==> src/rtl/lock_pkg.sv <==
// lock_pkg: shared types, widths and keypad decode helper for the password lock.
package lock_pkg;
  localparam int DIGIT_W = 4;
  localparam int KEY_W = 10;
  typedef enum logic [2:0] {IDLE, ENTRY, CHECK, FAIL, OPEN, PROG, LOCKOUT} state_t;
  function automatic logic [DIGIT_W:0] onehot_to_digit(input logic [KEY_W-1:0] k);
    logic [DIGIT_W-1:0] d;
    int n;
    d = '0;
    n = 0;
    for (int i = 0; i < KEY_W; i++)
      if (k[i]) begin
        d = DIGIT_W'(i);
        n++;
      end
    return {n == 1, d};
  endfunction
endpackage

==> src/rtl/lock_key_encoder.sv <==
// lock_key_encoder: combinational one-hot keypad to digit decode with a good-key flag.
module lock_key_encoder
  import lock_pkg::*;
(
  input  logic [KEY_W-1:0]   key_in,
  output logic [DIGIT_W-1:0] digit,
  output logic               good
);
  assign {good, digit} = onehot_to_digit(key_in);
endmodule

==> src/rtl/lock_access_ctrl.sv <==
// lock_access_ctrl: code entry, attempt counting, timed unlock/lockout and reprogramming.
module lock_access_ctrl
  import lock_pkg::*;
#(
  parameter int          CODE_LEN       = 4,
  parameter int          MAX_TRIES      = 5,
  parameter int          UNLOCK_CYCLES  = 50_000_000,
  parameter int          LOCKOUT_CYCLES = 250_000_000,
  parameter int          ENTRY_TIMEOUT  = 500_000_000,
  parameter logic [31:0] DEFAULT_CODE   = 32'h0000_2103
) (
  input  logic             clk,
  input  logic             rst,
  input  logic [KEY_W-1:0] key_in,
  input  logic             key_valid,
  input  logic             prog_req,
  output logic             unlock,
  output logic             alarm,
  output logic             wrong,
  output logic             prog_done,
  output logic             prog_err,
  output logic [2:0]       tries_left,
  output logic [3:0]       digit_cnt,
  output logic [2:0]       state_dbg
);
  localparam int CW = CODE_LEN * DIGIT_W;
  localparam int TMAX0 = UNLOCK_CYCLES > LOCKOUT_CYCLES ? UNLOCK_CYCLES : LOCKOUT_CYCLES;
  localparam int TMAX = TMAX0 > ENTRY_TIMEOUT ? TMAX0 : ENTRY_TIMEOUT;
  localparam int TW = TMAX > 1 ? $clog2(TMAX) : 1;
  localparam logic [TW-1:0] T_UNLOCK = TW'(UNLOCK_CYCLES - 1);
  localparam logic [TW-1:0] T_LOCK = TW'(LOCKOUT_CYCLES - 1);
  localparam logic [TW-1:0] T_ENTRY = TW'(ENTRY_TIMEOUT - 1);
  localparam logic [2:0] TRIES_MAX = 3'(MAX_TRIES);
  state_t state_q, state_d;
  logic [3:0] dcnt_q, dcnt_d;
  logic [CW-1:0] buf_q, buf_d, code_q, code_d;
  logic bad_q, bad_d, pdone_q, pdone_d, perr_q, perr_d;
  logic [2:0] tries_q, tries_d;
  logic [TW-1:0] tmr_q, tmr_d;
  logic [DIGIT_W-1:0] digit;
  logic good, last, expired;
  lock_key_encoder u_enc (.key_in(key_in), .digit(digit), .good(good));
  assign last = dcnt_q + 4'd1 == 4'(CODE_LEN);
  assign expired = tmr_q == '0;
  always_comb begin
    state_d = state_q;
    dcnt_d = dcnt_q;
    buf_d = buf_q;
    bad_d = bad_q;
    code_d = code_q;
    tries_d = tries_q;
    tmr_d = expired ? tmr_q : tmr_q - TW'(1);
    pdone_d = 1'b0;
    perr_d = 1'b0;
    case (state_q)
      IDLE: if (key_valid) begin
        buf_d[DIGIT_W-1:0] = digit;
        bad_d = !good;
        dcnt_d = 4'd1;
        tmr_d = T_ENTRY;
        state_d = CODE_LEN == 1 ? CHECK : ENTRY;
      end
      ENTRY: if (key_valid) begin
        buf_d[dcnt_q*DIGIT_W +: DIGIT_W] = digit;
        bad_d = bad_q | !good;
        dcnt_d = dcnt_q + 4'd1;
        tmr_d = T_ENTRY;
        state_d = last ? CHECK : ENTRY;
      end else if (expired) begin
        buf_d = '0;
        bad_d = 1'b0;
        dcnt_d = '0;
        state_d = IDLE;
      end
      CHECK: begin
        dcnt_d = '0;
        if (!bad_q && buf_q == code_q) begin
          tries_d = TRIES_MAX;
          tmr_d = T_UNLOCK;
          state_d = OPEN;
        end else begin
          tries_d = tries_q == 3'd0 ? 3'd0 : tries_q - 3'd1;
          tmr_d = T_LOCK;
          state_d = tries_q <= 3'd1 ? LOCKOUT : FAIL;
        end
      end
      FAIL: state_d = IDLE;
      OPEN: if (expired) state_d = IDLE;
      else if (prog_req) begin
        dcnt_d = '0;
        tmr_d = T_ENTRY;
        state_d = PROG;
      end
      PROG: if (key_valid && !good) begin
        perr_d = 1'b1;
        dcnt_d = '0;
        state_d = IDLE;
      end else if (key_valid) begin
        buf_d[dcnt_q*DIGIT_W +: DIGIT_W] = digit;
        dcnt_d = last ? 4'd0 : dcnt_q + 4'd1;
        tmr_d = T_ENTRY;
        code_d = last ? buf_d : code_q;
        pdone_d = last;
        state_d = last ? IDLE : PROG;
      end else if (expired) begin
        perr_d = 1'b1;
        dcnt_d = '0;
        state_d = IDLE;
      end
      LOCKOUT: begin
        tries_d = expired ? TRIES_MAX : 3'd0;
        state_d = expired ? IDLE : LOCKOUT;
      end
      default: state_d = IDLE;
    endcase
  end
  always_ff @(posedge clk or posedge rst)
    if (rst) begin
      state_q <= IDLE;
      dcnt_q <= '0;
      buf_q <= '0;
      bad_q <= 1'b0;
      code_q <= DEFAULT_CODE[CW-1:0];
      tries_q <= TRIES_MAX;
      tmr_q <= '0;
      pdone_q <= 1'b0;
      perr_q <= 1'b0;
    end else begin
      state_q <= state_d;
      dcnt_q <= dcnt_d;
      buf_q <= buf_d;
      bad_q <= bad_d;
      code_q <= code_d;
      tries_q <= tries_d;
      tmr_q <= tmr_d;
      pdone_q <= pdone_d;
      perr_q <= perr_d;
    end
  assign unlock = state_q == OPEN;
  assign alarm = state_q == LOCKOUT;
  assign wrong = state_q == FAIL;
  assign prog_done = pdone_q;
  assign prog_err = perr_q;
  assign tries_left = tries_q;
  assign digit_cnt = dcnt_q;
  assign state_dbg = state_q;
endmodule
==> config.mk <==
export PLATFORM = sky130hd
export DESIGN_NAME = lock_access_ctrl
export DESIGN_NICKNAME = d
export VERILOG_FILES = /design/src/rtl/lock_pkg.sv /design/src/rtl/lock_key_encoder.sv /design/src/rtl/lock_access_ctrl.sv
export SDC_FILE = /design/constraint.sdc
export NUM_CORES = 1
export LEC_CHECK = 0
export ABC_AREA = 0
export CAP_MARGIN = 20
export CORE_MARGIN = 2
export CORE_UTILIZATION = 60
export DETAILED_ROUTE_END_ITERATION = 10
export GPL_ROUTABILITY_DRIVEN = 1
export HOLD_SLACK_MARGIN = 0.12
export PLACE_DENSITY_LB_ADDON = 0.05
export SLEW_MARGIN = 20
export SYNTH_ARGS = -nofsm -noshare
export SYNTH_HDL_FRONTEND = slang
export SYNTH_HIERARCHICAL = 1
export SYNTH_SLANG_ARGS = --single-unit
==> constraint.sdc <==
create_clock -name clk -period 3.5 [get_ports clk]
set_input_delay 0.7 -clock clk [delete_from_list [all_inputs] [get_ports clk]]
set_output_delay 0.7 -clock clk [all_outputs]
set_load 0.02 [all_outputs]
==> results of run 1 <==
routing by layer:
metal  global-route usage  up-vias  part of all wire
met1                0.391     2489              0.40
met3               0.0591       79             0.046
met4                0.140        0             0.044
li1                     -     2193                 -
met5                    0        -                 0
met2                0.588      209              0.51
per-stage QoR:
| step | power (mW) | setup WS [ns] | hold slack (ns) | instance area, um^2 |
|---|---|---|---|---|
| floorplan | 2.39 | -2.31 | 0.464 | 5010 |
| global placement | 2.90 | -2.90 | 0.476 | 5710 |
| detailed placement | 2.98 | -3.18 | 0.485 | 5710 |
| CTS | 4.11 | -2.20 | 0.481 | 6560 |
| global route | 4.72 | -2.47 | 0.506 | 6900 |
| finish | 4.51 | -2.31 | 0.487 | 6900 |
cells by family (layout without fill, tap and decap cells):
kind of cell / count (synthesis) / in the layout / share of synthesized area
and+or+nand+nor: 222 / 222 / 0.239
DFF: 74 / 74 / 0.375
muxes: 16 / 16 / 0.0323
adders and majority gates: 16 / 16 / 0.0399
buffers and inverters: 41 / 151 / 0.0361
AOI/OAI and AO/OA: 128 / 128 / 0.168
xor gates and xnor gates: 53 / 53 / 0.109
flip-flops by register name, summed over array words and instances, names as in the netlist:
name	cells
digit_cnt	4
code_q	16
tmr_q	29
bad_q	1
tries_left	3
prog_done	1
prog_err	1
buf_q	16
state_dbg	3
critical path, delay by kind of cell:
| family | cells | cell delay, ns |
|---|---|---|
| adders and majority gates | 8 | 1.99 |
| and+or+nand+nor | 11 | 1.62 |
| AOI/OAI and AO/OA | 7 | 0.93 |
| xor gates and xnor gates | 2 | 0.32 |
| buffers and inverters | 4 | 0.27 |
| muxes | 1 | 0.21 |
path summary, 6_finish.rpt:
kind                            cells past startpoint          to  slack, ns
max in group asynchronous                           3   code_q[1]       2.00
worst max register to register                      8    buf_q[0]       0.33
worst min-delay path                                2  code_q[13]       0.49
worst min register to register                      2  code_q[13]       0.49
worst max-delay path                               33   buf_q[14]      -2.31
min in group asynchronous                           2    tmr_q[6]       0.70
timing repair:
action	in CTS	in global routing
resized for setup	98	85
pin swaps	32	41
endpoints found under the setup margin	70	70
gates cloned	3	0
endpoints found under the hold margin	0	0
hold buffers	0	0
buffers inserted	32	5
power by group through the flow:
stage / logic [mW] / clock network [mW] / registers [mW]
4_1_cts: 2.09 / 0.787 / 1.23
3_5_place_dp: 1.74 / 0 / 1.24
5_1_grt: 2.61 / 0.826 / 1.28
2_1_floorplan: 1.15 / 0 / 1.23
3_3_place_gp: 1.67 / 0 / 1.23
6_report: 2.45 / 0.789 / 1.26
layout make-up:
class | instances | area share
Timing Repair Buffer | 116 | 0.154
Clock buffer | 10 | 0.0200
Clock inverter | 6 | 0.0141
Multi-Input combinational cell | 435 | 0.511
Tap cell | 105 | 0.0190
Inverter | 19 | 0.0118
Sequential cell | 74 | 0.270
Yosys cell counts (7+ instances only):
library cell  count
and2_1            7
a22o_1           10
clkbuf_1          7
o21ai_0          40
buf_2            11
nor3_1           14
nand2b_1         11
nand3_1          16
ha_1             15
inv_1            15
xnor2_1          19
mux2i_1          16
nand2_1          65
xor2_1           29
a21oi_1          26
o31a_1            7
dfrtp_1          68
nor2_1           44
nor4_1           10
nand4_1           9
==> results.sh, run 1 <==
export IMPL_status="finished with violations"
export IMPL_violations="setup timing"
export IMPL_dieArea_mm2=0.00900
export IMPL_drive_above_1_share=0.373
export IMPL_grt_pass1_wl_um=23300
export IMPL_synth_cell_types=78
export IMPL_rsz0062_at_grt="yes"
export IMPL_max_clock_freq_ghz=0.172
export IMPL_setup_tns_final_ns=-151.13
export IMPL_cp_startpoint="key_in[0]"
export IMPL_ys_seq_area_frac=0.375
export IMPL_synth_nets=579
export IMPL_dp_cells=713
export IMPL_core_mm2=0.00809
export IMPL_num_fill_cells=420
export IMPL_synth_seq_cells=74
export IMPL_multiInputGateArea_mm2=0.00353
export IMPL_synthCells=550
export IMPL_grt_total_usage=0.331
export IMPL_path_clk_slew_ns=0.09
export IMPL_routed_wl_um=16100
export IMPL_start_kind="primary input"
export IMPL_wl_per_cell_um=21.0
export IMPL_r2r_start="digit_cnt[1]"
export IMPL_worst_endpoint_arrival_ns=6.04
export IMPL_gp_congestion=0.834
export IMPL_grt_max_degree=28
export IMPL_period_share=1.66
export IMPL_p_switching_mw=1.88
export IMPL_die_w_um=94.9
export IMPL_cts_sink_count=74
export IMPL_final_cell_mix="buf_4 (73), dfrtp_1 (68), nand2_1 (40), nor2_1 (32), xor2_1 (27)"
export IMPL_drc_errors=0
export IMPL_synth_async_reset_ratio=1.00
export IMPL_hold_path_class="reg2reg"
export IMPL_regArea_mm2=0.00186
export IMPL_critPathMostFrequentCell="ha_4"
export IMPL_h_tree_depth=3
export IMPL_p_leak_nw=2.88
export IMPL_seqPwrFrac=0.280
export IMPL_slowest_stage="ha_1"
export IMPL_ys_flop_type="dfrtp_1"
export IMPL_comb_power_share=0.545
export IMPL_slew_viol_final=0
export IMPL_grt_overflow=0
export IMPL_worst_setup_path_type="in2reg"
export IMPL_final_util=0.852
export IMPL_io_buffer_count=28
export IMPL_rows=33
export IMPL_hold_viol=0
export IMPL_via_count=4970
export IMPL_dr_pass1_iters=5
export IMPL_max_cap_viol_count=0
export IMPL_required_ns=3.73
export IMPL_first_global_vias=4817
export IMPL_slew_headroom=0.337
export IMPL_fin_cells=765
export IMPL_ir_worst_vdd_uv=543
export IMPL_areaGrowthSynthToFinish_pct=39.3
export IMPL_cpPeakStageDelay_ns=0.32
export IMPL_via_per_inst=6.50
export IMPL_syn_area_mm2=0.00495
export IMPL_finalSetupViolations=70
export IMPL_synth_top_area_frac=0.344
export IMPL_hpwl_um=9090
export IMPL_yosysWarnings=6
export IMPL_path_max_fanout=8
export IMPL_root_buffer="clkbuf_8"
export IMPL_avgSynthCellArea_um2=9.00
export IMPL_p_sw_frac=0.417
export IMPL_worst_setup_path_end_kind="flop"
export IMPL_clock_skew_ns=0.0115
export IMPL_synth_largest_area_cell="dfrtp_1"
export IMPL_power_frac_clock=0.175
export IMPL_numCtsBuffers=9
export IMPL_drt_iter0_markers=293
export IMPL_worst_slack_ns=-2.31
export IMPL_synth_edff_count=0
export IMPL_ant_nets=0
export IMPL_die_h_um=94.9
export IMPL_antenna_found_initial=0
export IMPL_fin_nets=684
export IMPL_p_per_area_mw_per_mm2=653
export IMPL_synth_area_top_cells="dfrtp_1 (34%), xor2_1 (5.1%), nand2_1 (4.9%)"
export IMPL_clockBufferDepth=2
export IMPL_p_int_mw=2.63
export IMPL_io_pins=29
export IMPL_worst_pin_slew_ns=0.986
export IMPL_diodes=0
export IMPL_cts_tree="done"
export IMPL_min_period_ns=5.81
export IMPL_start_util=0.612
export IMPL_hp_start="code_q[13]"
export IMPL_layout_commonest_cell="buf_4"
export IMPL_clk_latency_ns=0.35
Note: power is estimated with default switching activity, not from simulation.
==> run 2: changes to the inputs <==
--- a/config.mk
+++ b/config.mk
@@ -9,6 +9,7 @@
 export CAP_MARGIN = 20
 export CORE_MARGIN = 2
 export CORE_UTILIZATION = 60
+export CTS_CLUSTER_DIAMETER = 200
 export DETAILED_ROUTE_END_ITERATION = 10
 export GPL_ROUTABILITY_DRIVEN = 1
 export HOLD_SLACK_MARGIN = 0.12
==> results of run 2 <==
Final layout, timing and power as in run 1 (identical DEF).
==> run 3: changes to the inputs <==
--- a/config.mk
+++ b/config.mk
@@ -6,7 +6,7 @@
 export NUM_CORES = 1
 export LEC_CHECK = 0
 export ABC_AREA = 0
-export CAP_MARGIN = 20
+export CAP_MARGIN = 40
 export CORE_MARGIN = 2
 export CORE_UTILIZATION = 60
 export CTS_CLUSTER_DIAMETER = 200
==> run 3 against run 2 <==
Effect of this change:
- the flow still finishes with violations (setup timing)
- setup slack better by 0.10 ns
- cell count shrank 0.65%
- first-iteration DRC count decreased by 13%
- clock power fell by 0.9%
- power is 3.7% lower
- hold slack worse by 0.0081 ns
- sequential cell count unchanged
- critical path depth decreased by 1
- via count shrank 4.1%
- critical path type unchanged
- critical endpoint is now tmr_q[12]
- largest cell class unchanged
==> results.sh, run 3 (synthesis results as in run 1) <==
export IMPL_status="finished with violations"
export IMPL_violations="setup timing"
export IMPL_diodes=0
export IMPL_dp_cells=714
export IMPL_worst_slack_ns=-2.20
export IMPL_start_kind="primary input"
export IMPL_cts_tree="done"
export IMPL_ir_worst_vdd_uv=485
export IMPL_antenna_found_initial=0
export IMPL_dieArea_mm2=0.00900
export IMPL_p_leak_nw=2.83
export IMPL_die_w_um=94.9
export IMPL_fin_nets=679
export IMPL_drc_errors=0
export IMPL_largest_reg_flops=29
export IMPL_first_global_vias=4698
export IMPL_cts_sink_count=74
export IMPL_via_per_inst=6.27
export IMPL_num_fill_cells=458
export IMPL_io_pins=29
export IMPL_via_count=4768
export IMPL_wl_per_cell_um=19.2
export IMPL_worst_setup_path_type="in2reg"
export IMPL_required_ns=3.71
export IMPL_io_buffer_count=28
export IMPL_die_h_um=94.9
export IMPL_routed_wl_um=14600
export IMPL_final_util=0.836
export IMPL_max_clock_freq_ghz=0.175
export IMPL_finalInstanceArea_mm2=0.00676
export IMPL_clockBufferDepth=2
export IMPL_whs_ns=0.479
export IMPL_final_cell_mix="dfrtp_1 (68), buf_4 (66), nand2_1 (42), nor2_1 (34), xor2_1 (27)"
export IMPL_preCtsSetupSlack_ns=-3.22
export IMPL_layout_commonest_cell="dfrtp_1"
export IMPL_grt_pass1_wl_um=22400
export IMPL_ant_nets=0
export IMPL_cpPeakStageDelay_ns=0.58
export IMPL_grt_total_usage=0.316
export IMPL_path_max_fanout=4
export IMPL_rsz0062_at_grt="yes"
export IMPL_reg2reg_depth=8
export IMPL_areaGrowthSynthToFinish_pct=36.6
export IMPL_hold_buffers=0
export IMPL_top_register="tmr_q"
export IMPL_rows=33
export IMPL_fin_cells=760
export IMPL_worst_pin_slew_ns=0.678
export IMPL_min_period_ns=5.70
export IMPL_core_mm2=0.00809
export IMPL_numCtsBuffers=9
export IMPL_hpwl_um=9100
export IMPL_drive_above_1_share=0.359
export IMPL_grt_max_degree=28
export IMPL_drt_iter0_markers=254
export IMPL_slowest_stage="or4_1"
export IMPL_worst_endpoint_arrival_ns=5.91
export IMPL_post_dp_cell_area_mm2=0.00572
export IMPL_p_per_area_mw_per_mm2=642
export IMPL_hold_viol=0
export IMPL_slew_viol_final=0
export IMPL_max_cap_viol_count=0
export IMPL_h_tree_depth=3
export IMPL_grt_overflow=0
export IMPL_clock_skew_ns=0.0118
export IMPL_r2r_setup_slack_ns=0.52
export IMPL_critPathMostFrequentCell="ha_4"
export IMPL_root_buffer="clkbuf_8"
export IMPL_largest_registers="tmr_q (29), buf_q (16), code_q (16)"
export IMPL_slew_headroom=0.547
export IMPL_period_share=1.63
export IMPL_gp_congestion=0.834
export IMPL_whs_path_depth=2
export IMPL_clk_latency_ns=0.36
export IMPL_start_util=0.612
export IMPL_worst_setup_path_end_kind="flop"
export IMPL_path_clk_slew_ns=0.08
export IMPL_finalSetupViolations=70
export IMPL_dr_pass1_iters=5
export IMPL_hold_path_class="reg2reg"
[run 3: routing by layer]
metal / share of wire / vias to the layer above / GRT usage
met5: 0 / - / 0
met3: 0.047 / 56 / 0.0495
met1: 0.39 / 2351 / 0.381
met2: 0.52 / 177 / 0.566
li1: - / 2184 / -
met4: 0.038 / 0 / 0.123
[run 3: worst paths after layout]
| path | startpoint | endpoint |
|---|---|---|
| max | key_in[1] | tmr_q[12] |
| min | code_q[0] | code_q[0] |
| min reg2reg | code_q[0] | code_q[0] |
| min in group asynchronous | rst | tmr_q[13] |
| max in group asynchronous | rst | code_q[1] |
| max reg2reg | digit_cnt[1] | buf_q[3] |
[run 3: cell type report]
class,instances,area [um^2],area share
multi-input combinational,435,3450,0.510
sequential,74,1860,0.275
timing repair buffer,111,1010,0.149
clock buffer,10,138,0.0204
tap,105,131,0.0194
clock inverter,6,97.6,0.0144
inverter,19,78.8,0.0117
[run 3: critical path, delay by kind of cell]
family	cells	cell delay [ns]
and+or+nand+nor	10	1.39
AOI/OAI and AO/OA	10	1.49
buffers and inverters	4	0.44
muxes	1	0.18
adders and majority gates	7	1.71
[run 3: metrics by stage]
step,power (mW),TNS (ns)
2_1_floorplan,2.39,-142.52
3_3_place_gp,2.90,-189.56
3_5_place_dp,2.98,-207.60
4_1_cts,4.05,-143.08
5_1_grt,4.58,-158.85
6_report,4.34,-147.89
[run 3: power breakdown]
part	leakage, nW	total [mW]	switching [mW]	internal (mW)
Sequential	0.882	1.24	0.219	1.03
Combinational	1.83	2.31	1.19	1.12
Clock	0.119	0.782	0.351	0.431
[run 3: what timing repair did]
item / in CTS / in global routing
pin swaps: 29 / 45
setup endpoints to repair: 70 / 70
gates cloned: 2 / 1
gates resized for setup: 87 / 75
buffers inserted: 20 / 8
